`src/rtl/fft_pkg.sv`:
```
// Shared FFT definitions: default word format, the feeder state encoding and
// the bit-reversal helper used by every address generator in the datapath.
package fft_pkg;

  localparam int DEF_WIDTH    = 12;
  localparam int DEF_FRACTION = 8;
  localparam int DEF_N        = 8;

  // FILL collects a frame, DRAIN presents first-stage butterfly pairs.
  typedef enum logic {
    FILL  = 1'b0,
    DRAIN = 1'b1
  } state_t;

  // Reverse the low nbits bits of value; bits above nbits come back as zero.
  function automatic logic [15:0] bitrev(input logic [15:0] value, input int nbits);
    logic [15:0] result;
    result = '0;
    for (int b = 0; b < 16; b++) begin
      if (b < nbits) result[b] = value[nbits-1-b];
    end
    return result;
  endfunction

endpackage

```
`src/rtl/fft_bitrev_feeder_if.sv`:
```
// Sample stream in, butterfly operand stream out, for the bit-reversal feeder.
//
// Handshake rule for both streams: a transfer happens on a rising clock edge
// where valid and ready are both high. The producer holds valid and its data
// stable until that edge. Ready never depends combinationally on valid.
interface fft_bitrev_feeder_if
  import fft_pkg::*;
#(
  parameter int WIDTH = DEF_WIDTH,
  parameter int N     = DEF_N
);
  localparam int LOGN = $clog2(N);

  logic                    in_valid;
  logic                    in_ready;
  logic signed [WIDTH-1:0] in_re;
  logic signed [WIDTH-1:0] in_im;

  logic                    out_valid;
  logic                    out_ready;
  logic signed [WIDTH-1:0] u_re;
  logic signed [WIDTH-1:0] u_im;
  logic signed [WIDTH-1:0] v_re;
  logic signed [WIDTH-1:0] v_im;
  logic signed [WIDTH-1:0] w_re;
  logic signed [WIDTH-1:0] w_im;
  logic [LOGN-2:0]         pair_idx;
  logic                    out_last;

  // Environment side: supplies samples and consumes operand pairs.
  modport master (
    output in_valid, in_re, in_im, out_ready,
    input  in_ready, out_valid, u_re, u_im, v_re, v_im, w_re, w_im,
           pair_idx, out_last
  );

  // Feeder side.
  modport slave (
    input  in_valid, in_re, in_im, out_ready,
    output in_ready, out_valid, u_re, u_im, v_re, v_im, w_re, w_im,
           pair_idx, out_last
  );

endinterface

```
`src/rtl/fft_bitrev_feeder.sv`:
```
// FFT input stage: stores one frame of N complex samples at bit-reversed
// addresses, then hands out the N/2 first-stage pairs (buf[2k], buf[2k+1])
// with the trivial stage-1 twiddle. Single buffered: fill, then drain.
module fft_bitrev_feeder
  import fft_pkg::*;
#(
  parameter int WIDTH    = DEF_WIDTH,
  parameter int FRACTION = DEF_FRACTION,
  parameter int N        = DEF_N
) (
  input  logic   clk,
  input  logic   rst,
  fft_bitrev_feeder_if.slave bus,
  output state_t dbg_state
);

  localparam int LOGN = $clog2(N);
  localparam logic [LOGN-1:0] I_LAST = {LOGN{1'b1}};
  localparam logic [LOGN-2:0] K_LAST = {(LOGN-1){1'b1}};

  state_t state, state_next;
  logic [LOGN-1:0] i_cnt;
  logic [LOGN-2:0] k_cnt;

  logic signed [WIDTH-1:0] mem_re [N];
  logic signed [WIDTH-1:0] mem_im [N];

  logic            accept;
  logic            take;
  logic [LOGN-1:0] wr_addr;
  logic [LOGN-1:0] rd_addr_u;
  logic [LOGN-1:0] rd_addr_v;

  assign accept    = (state == FILL) && bus.in_valid;
  assign take      = (state == DRAIN) && bus.out_ready;
  assign wr_addr   = LOGN'(bitrev(16'(i_cnt), LOGN));
  assign rd_addr_u = {k_cnt, 1'b0};
  assign rd_addr_v = {k_cnt, 1'b1};

  // State register; reset abandons any partial frame.
  always_ff @(posedge clk or posedge rst) begin
    if (rst) state <= FILL;
    else     state <= state_next;
  end

  // Next state: leave FILL on the last sample, leave DRAIN on the last pair.
  always_comb begin
    state_next = state;
    case (state)
      FILL:    if (accept && (i_cnt == I_LAST)) state_next = DRAIN;
      DRAIN:   if (take && (k_cnt == K_LAST))   state_next = FILL;
      default: state_next = FILL;
    endcase
  end

  // Sample and pair counters; both wrap to zero at the end of their phase.
  always_ff @(posedge clk or posedge rst) begin
    if (rst) begin
      i_cnt <= '0;
      k_cnt <= '0;
    end else begin
      if (accept) i_cnt <= (i_cnt == I_LAST) ? '0 : i_cnt + 1'b1;
      if (take)   k_cnt <= (k_cnt == K_LAST) ? '0 : k_cnt + 1'b1;
    end
  end

  // Frame buffer: each accepted sample lands at its bit-reversed address.
  always_ff @(posedge clk or posedge rst) begin
    if (rst) begin
      for (int j = 0; j < N; j++) begin
        mem_re[j] <= '0;
        mem_im[j] <= '0;
      end
    end else if (accept) begin
      mem_re[wr_addr] <= bus.in_re;
      mem_im[wr_addr] <= bus.in_im;
    end
  end

  // Handshake flags decode the registered state only.
  assign bus.in_ready  = (state == FILL);
  assign bus.out_valid = (state == DRAIN);

  // Operands are plain reads of registered storage at the current pair index.
  assign bus.u_re     = mem_re[rd_addr_u];
  assign bus.u_im     = mem_im[rd_addr_u];
  assign bus.v_re     = mem_re[rd_addr_v];
  assign bus.v_im     = mem_im[rd_addr_v];
  assign bus.pair_idx = k_cnt;
  assign bus.out_last = (state == DRAIN) && (k_cnt == K_LAST);

  // Stage-1 twiddle is W0 = 1.0 in Q(WIDTH-FRACTION).FRACTION.
  assign bus.w_re = WIDTH'(1) << FRACTION;
  assign bus.w_im = '0;

  assign dbg_state = state;

endmodule

```
`src/flat_wrapper.sv`:
```
// flat-port wrapper written by rule: the top's interface ports become plain ports
module fft_bitrev_feeder_flat import fft_pkg::*;
#(
  parameter int WIDTH    = DEF_WIDTH,
  parameter int FRACTION = DEF_FRACTION,
  parameter int N        = DEF_N
)
  (clk, rst, dbg_state, bus_in_valid, bus_in_re, bus_in_im, bus_out_ready, bus_in_ready, bus_out_valid, bus_u_re, bus_u_im, bus_v_re, bus_v_im, bus_w_re, bus_w_im, bus_pair_idx, bus_out_last);
  fft_bitrev_feeder_if #(.WIDTH(WIDTH), .N(N)) bus_i ();
  input  logic clk;
  input  logic rst;
  output state_t dbg_state;
  input wire logic [$bits(bus_i.in_valid)-1:0] bus_in_valid;
  input wire logic [$bits(bus_i.in_re)-1:0] bus_in_re;
  input wire logic [$bits(bus_i.in_im)-1:0] bus_in_im;
  input wire logic [$bits(bus_i.out_ready)-1:0] bus_out_ready;
  output wire logic [$bits(bus_i.in_ready)-1:0] bus_in_ready;
  output wire logic [$bits(bus_i.out_valid)-1:0] bus_out_valid;
  output wire logic [$bits(bus_i.u_re)-1:0] bus_u_re;
  output wire logic [$bits(bus_i.u_im)-1:0] bus_u_im;
  output wire logic [$bits(bus_i.v_re)-1:0] bus_v_re;
  output wire logic [$bits(bus_i.v_im)-1:0] bus_v_im;
  output wire logic [$bits(bus_i.w_re)-1:0] bus_w_re;
  output wire logic [$bits(bus_i.w_im)-1:0] bus_w_im;
  output wire logic [$bits(bus_i.pair_idx)-1:0] bus_pair_idx;
  output wire logic [$bits(bus_i.out_last)-1:0] bus_out_last;
  assign bus_i.in_valid = bus_in_valid;
  assign bus_i.in_re = bus_in_re;
  assign bus_i.in_im = bus_in_im;
  assign bus_i.out_ready = bus_out_ready;
  assign bus_in_ready = bus_i.in_ready;
  assign bus_out_valid = bus_i.out_valid;
  assign bus_u_re = bus_i.u_re;
  assign bus_u_im = bus_i.u_im;
  assign bus_v_re = bus_i.v_re;
  assign bus_v_im = bus_i.v_im;
  assign bus_w_re = bus_i.w_re;
  assign bus_w_im = bus_i.w_im;
  assign bus_pair_idx = bus_i.pair_idx;
  assign bus_out_last = bus_i.out_last;
  fft_bitrev_feeder #(.WIDTH(WIDTH), .FRACTION(FRACTION), .N(N)) u_core (.clk(clk), .rst(rst), .bus(bus_i), .dbg_state(dbg_state));
endmodule
```
`config.mk`:
```
export PLATFORM = sky130hd
export DESIGN_NAME = fft_bitrev_feeder_flat
export DESIGN_NICKNAME = d
export VERILOG_FILES = /design/src/rtl/fft_pkg.sv /design/src/rtl/fft_bitrev_feeder_if.sv /design/src/rtl/fft_bitrev_feeder.sv /design/src/flat_wrapper.sv
export SDC_FILE = /design/constraint.sdc
export NUM_CORES = 1
export LEC_CHECK = 0
export ABC_AREA = 0
export CORE_ASPECT_RATIO = 0.9
export CORE_UTILIZATION = 35
export CTS_BUF_LIST = sky130_fd_sc_hd__clkbuf_4
export CTS_CLUSTER_DIAMETER = 50
export DETAILED_ROUTE_END_ITERATION = 8
export GPL_TIMING_DRIVEN = 0
export SLEW_MARGIN = 10
export SYNTH_ARGS = -nofsm -noshare
export SYNTH_HDL_FRONTEND = slang
export SYNTH_SLANG_ARGS = --single-unit
```
`constraint.sdc`:
```
create_clock -name clk -period 9.19 [get_ports clk]
set_clock_uncertainty 0.05 [all_clocks]
set_input_delay 1.838 -clock clk [delete_from_list [all_inputs] [get_ports clk]]
set_output_delay 1.838 -clock clk [all_outputs]
set_load 0.005 [all_outputs]
```
# == Word level (Yosys, flattened, before mapping) ==
# Cells that the tools add are included.
# word_totals
latchBits,0
ff_bits,198
elab_cells,58
rom_bits,0
ram_bits,0
out_inout_bits,78
memories,0
# op_classes
n_mux,21
bitwise,4
n_addsub,2
n_div,0
n_reduce_logical,6
shifts,0
mul,0
n_eq_ne,2
magnitude_cmp,4
# ops
operator,count
bitwise mux 96 bit,2
binary-select mux 12 bit (select 3 bit),4
2-to-1 mux 12 bit,9
demux 12 bit (select 3 bit),1
greater-or-equal comparator 4 bit (second input constant),3
inverter 3 -> 4 bit,3
logical AND 1 bit,6
less-than comparator 4 x 1 -> 1 bit (second input constant),1
adder 3 x 1 -> 3 bit (second input constant),1
equality test 3 bit (second input constant),1
2-to-1 mux 3 bit,1
adder 2 x 1 -> 2 bit (second input constant),1
equality test 2 bit (second input constant),1
2-to-1 mux 1 bit,2
2-to-1 mux 2 bit,1
case mux 1 bit (2 select lines),1
inverter 1 bit,1

# == Logic depth before layout (Yosys ltp) ==
# depth
word_depth,6
depth_mapped,6
ltp_nobuf,4

# == Least setup slack after synthesis ==
# No wires, ideal clock.
# synth_timing
path_type,flip-flop to output port
start,"register u_core.k_cnt[0], in the netlist u_core.bus.pair_idx[0]"
end,output bus_u_im[0]
arrival_time_ns,1.324
required_time_ns,7.302
path_stages_with_launch,4
slack_ns,5.978
path_buffers,2
cell_sequence,dfrtp_1 > clkbuf_2 > buf_2 > mux4_2
# synth_via
elab_chain_cells,4
# synth_lines
item,line,text
"start, declared",fft_bitrev_feeder.sv:23,logic [LOGN-2:0] k_cnt;
"start signal, assigned",fft_bitrev_feeder.sv:63,if (take) k_cnt <= (k_cnt == K_LAST) ? '0 : k_cnt + 1'b1;
inverter 3 -> 4 bit (not written as such),fft_bitrev_feeder.sv:86,assign bus.u_im = mem_im[rd_addr_u];
binary-select mux 12 bit (select 3 bit),fft_bitrev_feeder.sv:86,
2-to-1 mux 12 bit (not written as such) (2 in a row),fft_bitrev_feeder.sv:86,
"end, declared",flat_wrapper.sv:20,output wire logic [$bits(bus_i.u_im)-1:0] bus_u_im;
# No other way between the ends. The select of a mux whose other input is x is not followed.

# == Worst setup path after layout ==
# layout_timing
start,"register u_core.k_cnt[0], in the netlist u_core.bus.pair_idx[0]"
end,output bus_v_re[3]
# layout_via
elab_chain_cells,4
# layout_lines
item,line,text
inverter 3 -> 4 bit (not written as such),fft_bitrev_feeder.sv:87,assign bus.v_re = mem_re[rd_addr_v];
binary-select mux 12 bit (select 3 bit),fft_bitrev_feeder.sv:87,
2-to-1 mux 12 bit (not written as such) (2 in a row),fft_bitrev_feeder.sv:87,
"end, declared",flat_wrapper.sv:21,output wire logic [$bits(bus_i.v_re)-1:0] bus_v_re;
# No other way between the ends. The select of a mux whose other input is x is not followed.

==> impl_metrics.py <==
metrics = {
    "status": {
        "status": "finished clean",
    },
    "floorplanning": {
        "ios": 106,
        "initial_core_util_pct": 35.6,
        "die_x_um": 174,
        "design.core.area_um2": 26100,
        "dieArea_um2": 27100,
        "die_h_um": 156,
        "row_count": 56,
    },
    "timing": {
        "period_share_pct": 49.9,
        "rsz0062_at_grt": "no",
        "min_period_ps": 4580,
        "tns_ps": 0,
        "fmax_mhz": 218,
        "max_slew_margin_pct": 58.8,
        "final_max_slew_viol_count": 0,
        "setup_viol": 0,
        "hold_viol": 0,
        "worstMarginPinSlew_ps": 618,
    },
    "clocking": {
        "cts-root-buf": "clkbuf_4",
        "cts_tree": "done",
        "cts_hold_buffers": 0,
        "path_clk_slew_ps": 150,
        "cts_max_path_buffers": 2,
        "clk_latency_ps": 560,
        "cts_buffers": 17,
        "post_cts_buffers": 0,
        "htreeDepth": 4,
        "clkSinkCount": 198,
        "cts_resized": 0,
    },
    "global_route": {
        "grt-ovfl-total": 0,
        "track_usage_pct": 15.2,
        "grt_pass1_vias": 5280,
        "grt_pass1_wl_um": 31100,
        "grt_max_degree": 126,
        "antenna_found_initial": 1,
    },
    "yosys": {
        "synth_cell_types": 23,
        "synthCells": 531,
        "synth_top_area_share_pct": 53.4,
        "synthesis.area_um2": 9270,
        "ys.warnings.count": 0,
        "synthTopCellsByArea": "dfrtp_1 53%, mux2_2 16%, mux4_2 12%",
        "synth_edf_count": 0,
        "ys_seq_elements": 198,
        "synthArstFlopShare_pct": 100,
        "synth_ff_type": "dfrtp_1",
        "syn_area_per_cell_um2": 17.5,
        "ys_seq_area_share_pct": 53.4,
        "yosys.area.top_type": "dfrtp_1",
    },
    "cells_and_area": {
        "syn_to_final_growth_pct": 17.5,
        "final_cell_area_um2": 10900,
        "layout_common_cells": "198 x dfrtp_1, 131 x mux2_2, 80 x clkdlybuf4s50_1",
        "fin_nets": 688,
        "drive_gt1_share_pct": 50.1,
        "final_common_cell": "dfrtp_1",
    },
    "power": {
        "peakVddDrop_mv": 0.165,
        "p_leak_nw": 4.81,
        "powerDensity_nw_per_um2": 351,
    },
    "worst_setup_path": {
        "cp_data_required_time_ps": 7300,
        "critPathKind": "flip-flop to output port",
        "critPathMaxFanout": 10,
        "end_kind": "output port",
        "cp_data_arrival_time_ps": 2690,
        "startpoint_type": "flip-flop",
    },
    "job": {
        "drv_cap": 0,
    },
    "drt": {
        "wl_um": 19800,
        "num_vias": 4875,
        "ant_nets": 0,
        "dr.pass1.iters": 4,
        "drc_errors": 0,
        "viasPerCell": 4.81,
        "initialDrtViolationCount": 230,
        "wl_per_cell_um": 19.5,
    },
    "placement": {
        "io_buffers": 80,
        "dpl_cell_area_um2": 10600,
        "hpwl_um": 13500,
        "place_congestion": 0.744,
    },
    "hold_path": {
        "min_path_type": "flip-flop to flip-flop",
    },
}
==> critical path, stage by stage (launching register included) <==
cell and delay (ps):
dfrtp_1 410, clkbuf_2 190, buf_2 440, mux4_2 620
clkdlybuf4s50_1 470
==> sequential cells by signal, summed over array words and instances, names as in the netlist <==
register              count
u_core.bus.out_valid      1
u_core.bus.pair_idx       2
u_core.i_cnt              3
u_core.mem_im            96
u_core.mem_re            96
==> logic make-up after synthesis <==
kind of cell / after synthesis / synth area share [%]
AO/OA/AOI/OAI: 2 / 0.108
other: 2 / 0.0810
adder cells (fa/ha/maj): 7 / 0.944
flip-flops: 198 / 53.4
AND/OR/NAND/NOR: 15 / 2.05
buffers and inverters: 63 / 5.51
multiplexers: 244 / 37.9
==> final timing paths <==
path	start	to	slack, ps	cells after the start
worst max-delay path	u_core.bus.pair_idx[0]	bus_v_re[3]	4610	4
worst min-delay path	u_core.mem_im[0]	u_core.mem_im[0]	460	1
worst max register to register	u_core.i_cnt[0]	u_core.mem_re[6]	7250	5
worst min register to register	u_core.mem_im[0]	u_core.mem_im[0]	460	1
max in group asynchronous	rst	u_core.mem_re[24]	6440	3
min in group asynchronous	rst	u_core.mem_im[76]	1640	2
==> where the power goes <==
| part | total (mW) | leakage (nW) | internal [mW] | switching (mW) |
|---|---|---|---|---|
| registers | 1.52 | 2.42 | 1.30 | 0.222 |
| clock network | 0.450 | 0.144 | 0.162 | 0.288 |
| logic | 1.86 | 2.25 | 1.23 | 0.635 |
==> layer usage <==
layer | global-route usage, % | up-vias | part of all wire [%]
li1 | - | 2159 | -
met1 | 20.9 | 2611 | 48
met2 | 24.6 | 87 | 47
met3 | 2.99 | 18 | 3.3
met4 | 4.39 | 0 | 1.5
met5 | 0 | - | 0
==> final cells by class <==
type	count	area, µm²
Antenna cell	1	2.50
Buffer	58	492
Clock buffer	18	135
Clock inverter	13	133
Fill cell	2379	15200
Inverter	5	26.3
Multi-Input combinational cell	292	3890
Sequential cell	198	4950
Tap cell	348	435
Timing Repair Buffer	81	828
==> through the flow <==
step | setup slack (ps) | cells | total power, mW | utilization, % | hold WS [ps]
after global placement | -108 | 981 | 3.34 | 40.6 | 418
after CTS | 4560 | 1013 | 3.89 | 41.8 | 464
after global routing | 4490 | 1014 | 4.07 | 41.8 | 484
after detailed placement | 5220 | 982 | 3.43 | 40.8 | 430
after floorplan | 1900 | 553 | 2.64 | - | 409
final | 4610 | 1014 | 3.83 | 41.8 | 460
==> cell usage after synthesis (2+ instances only) <==
cell / count
dfrtp_1: 198
mux2_2: 131
mux2_4: 60
mux4_2: 48
buf_4: 31
buf_6: 15
buf_2: 9
ha_1: 7
inv_1: 5
mux2_1: 4
and4bb_1: 3
nand4b_4: 3
and2_1: 2
buf_12: 2
conb_1: 2
nand3b_4: 2
nor2_1: 2
o21ai_0: 2
Note: power is estimated with default switching activity, not from simulation.
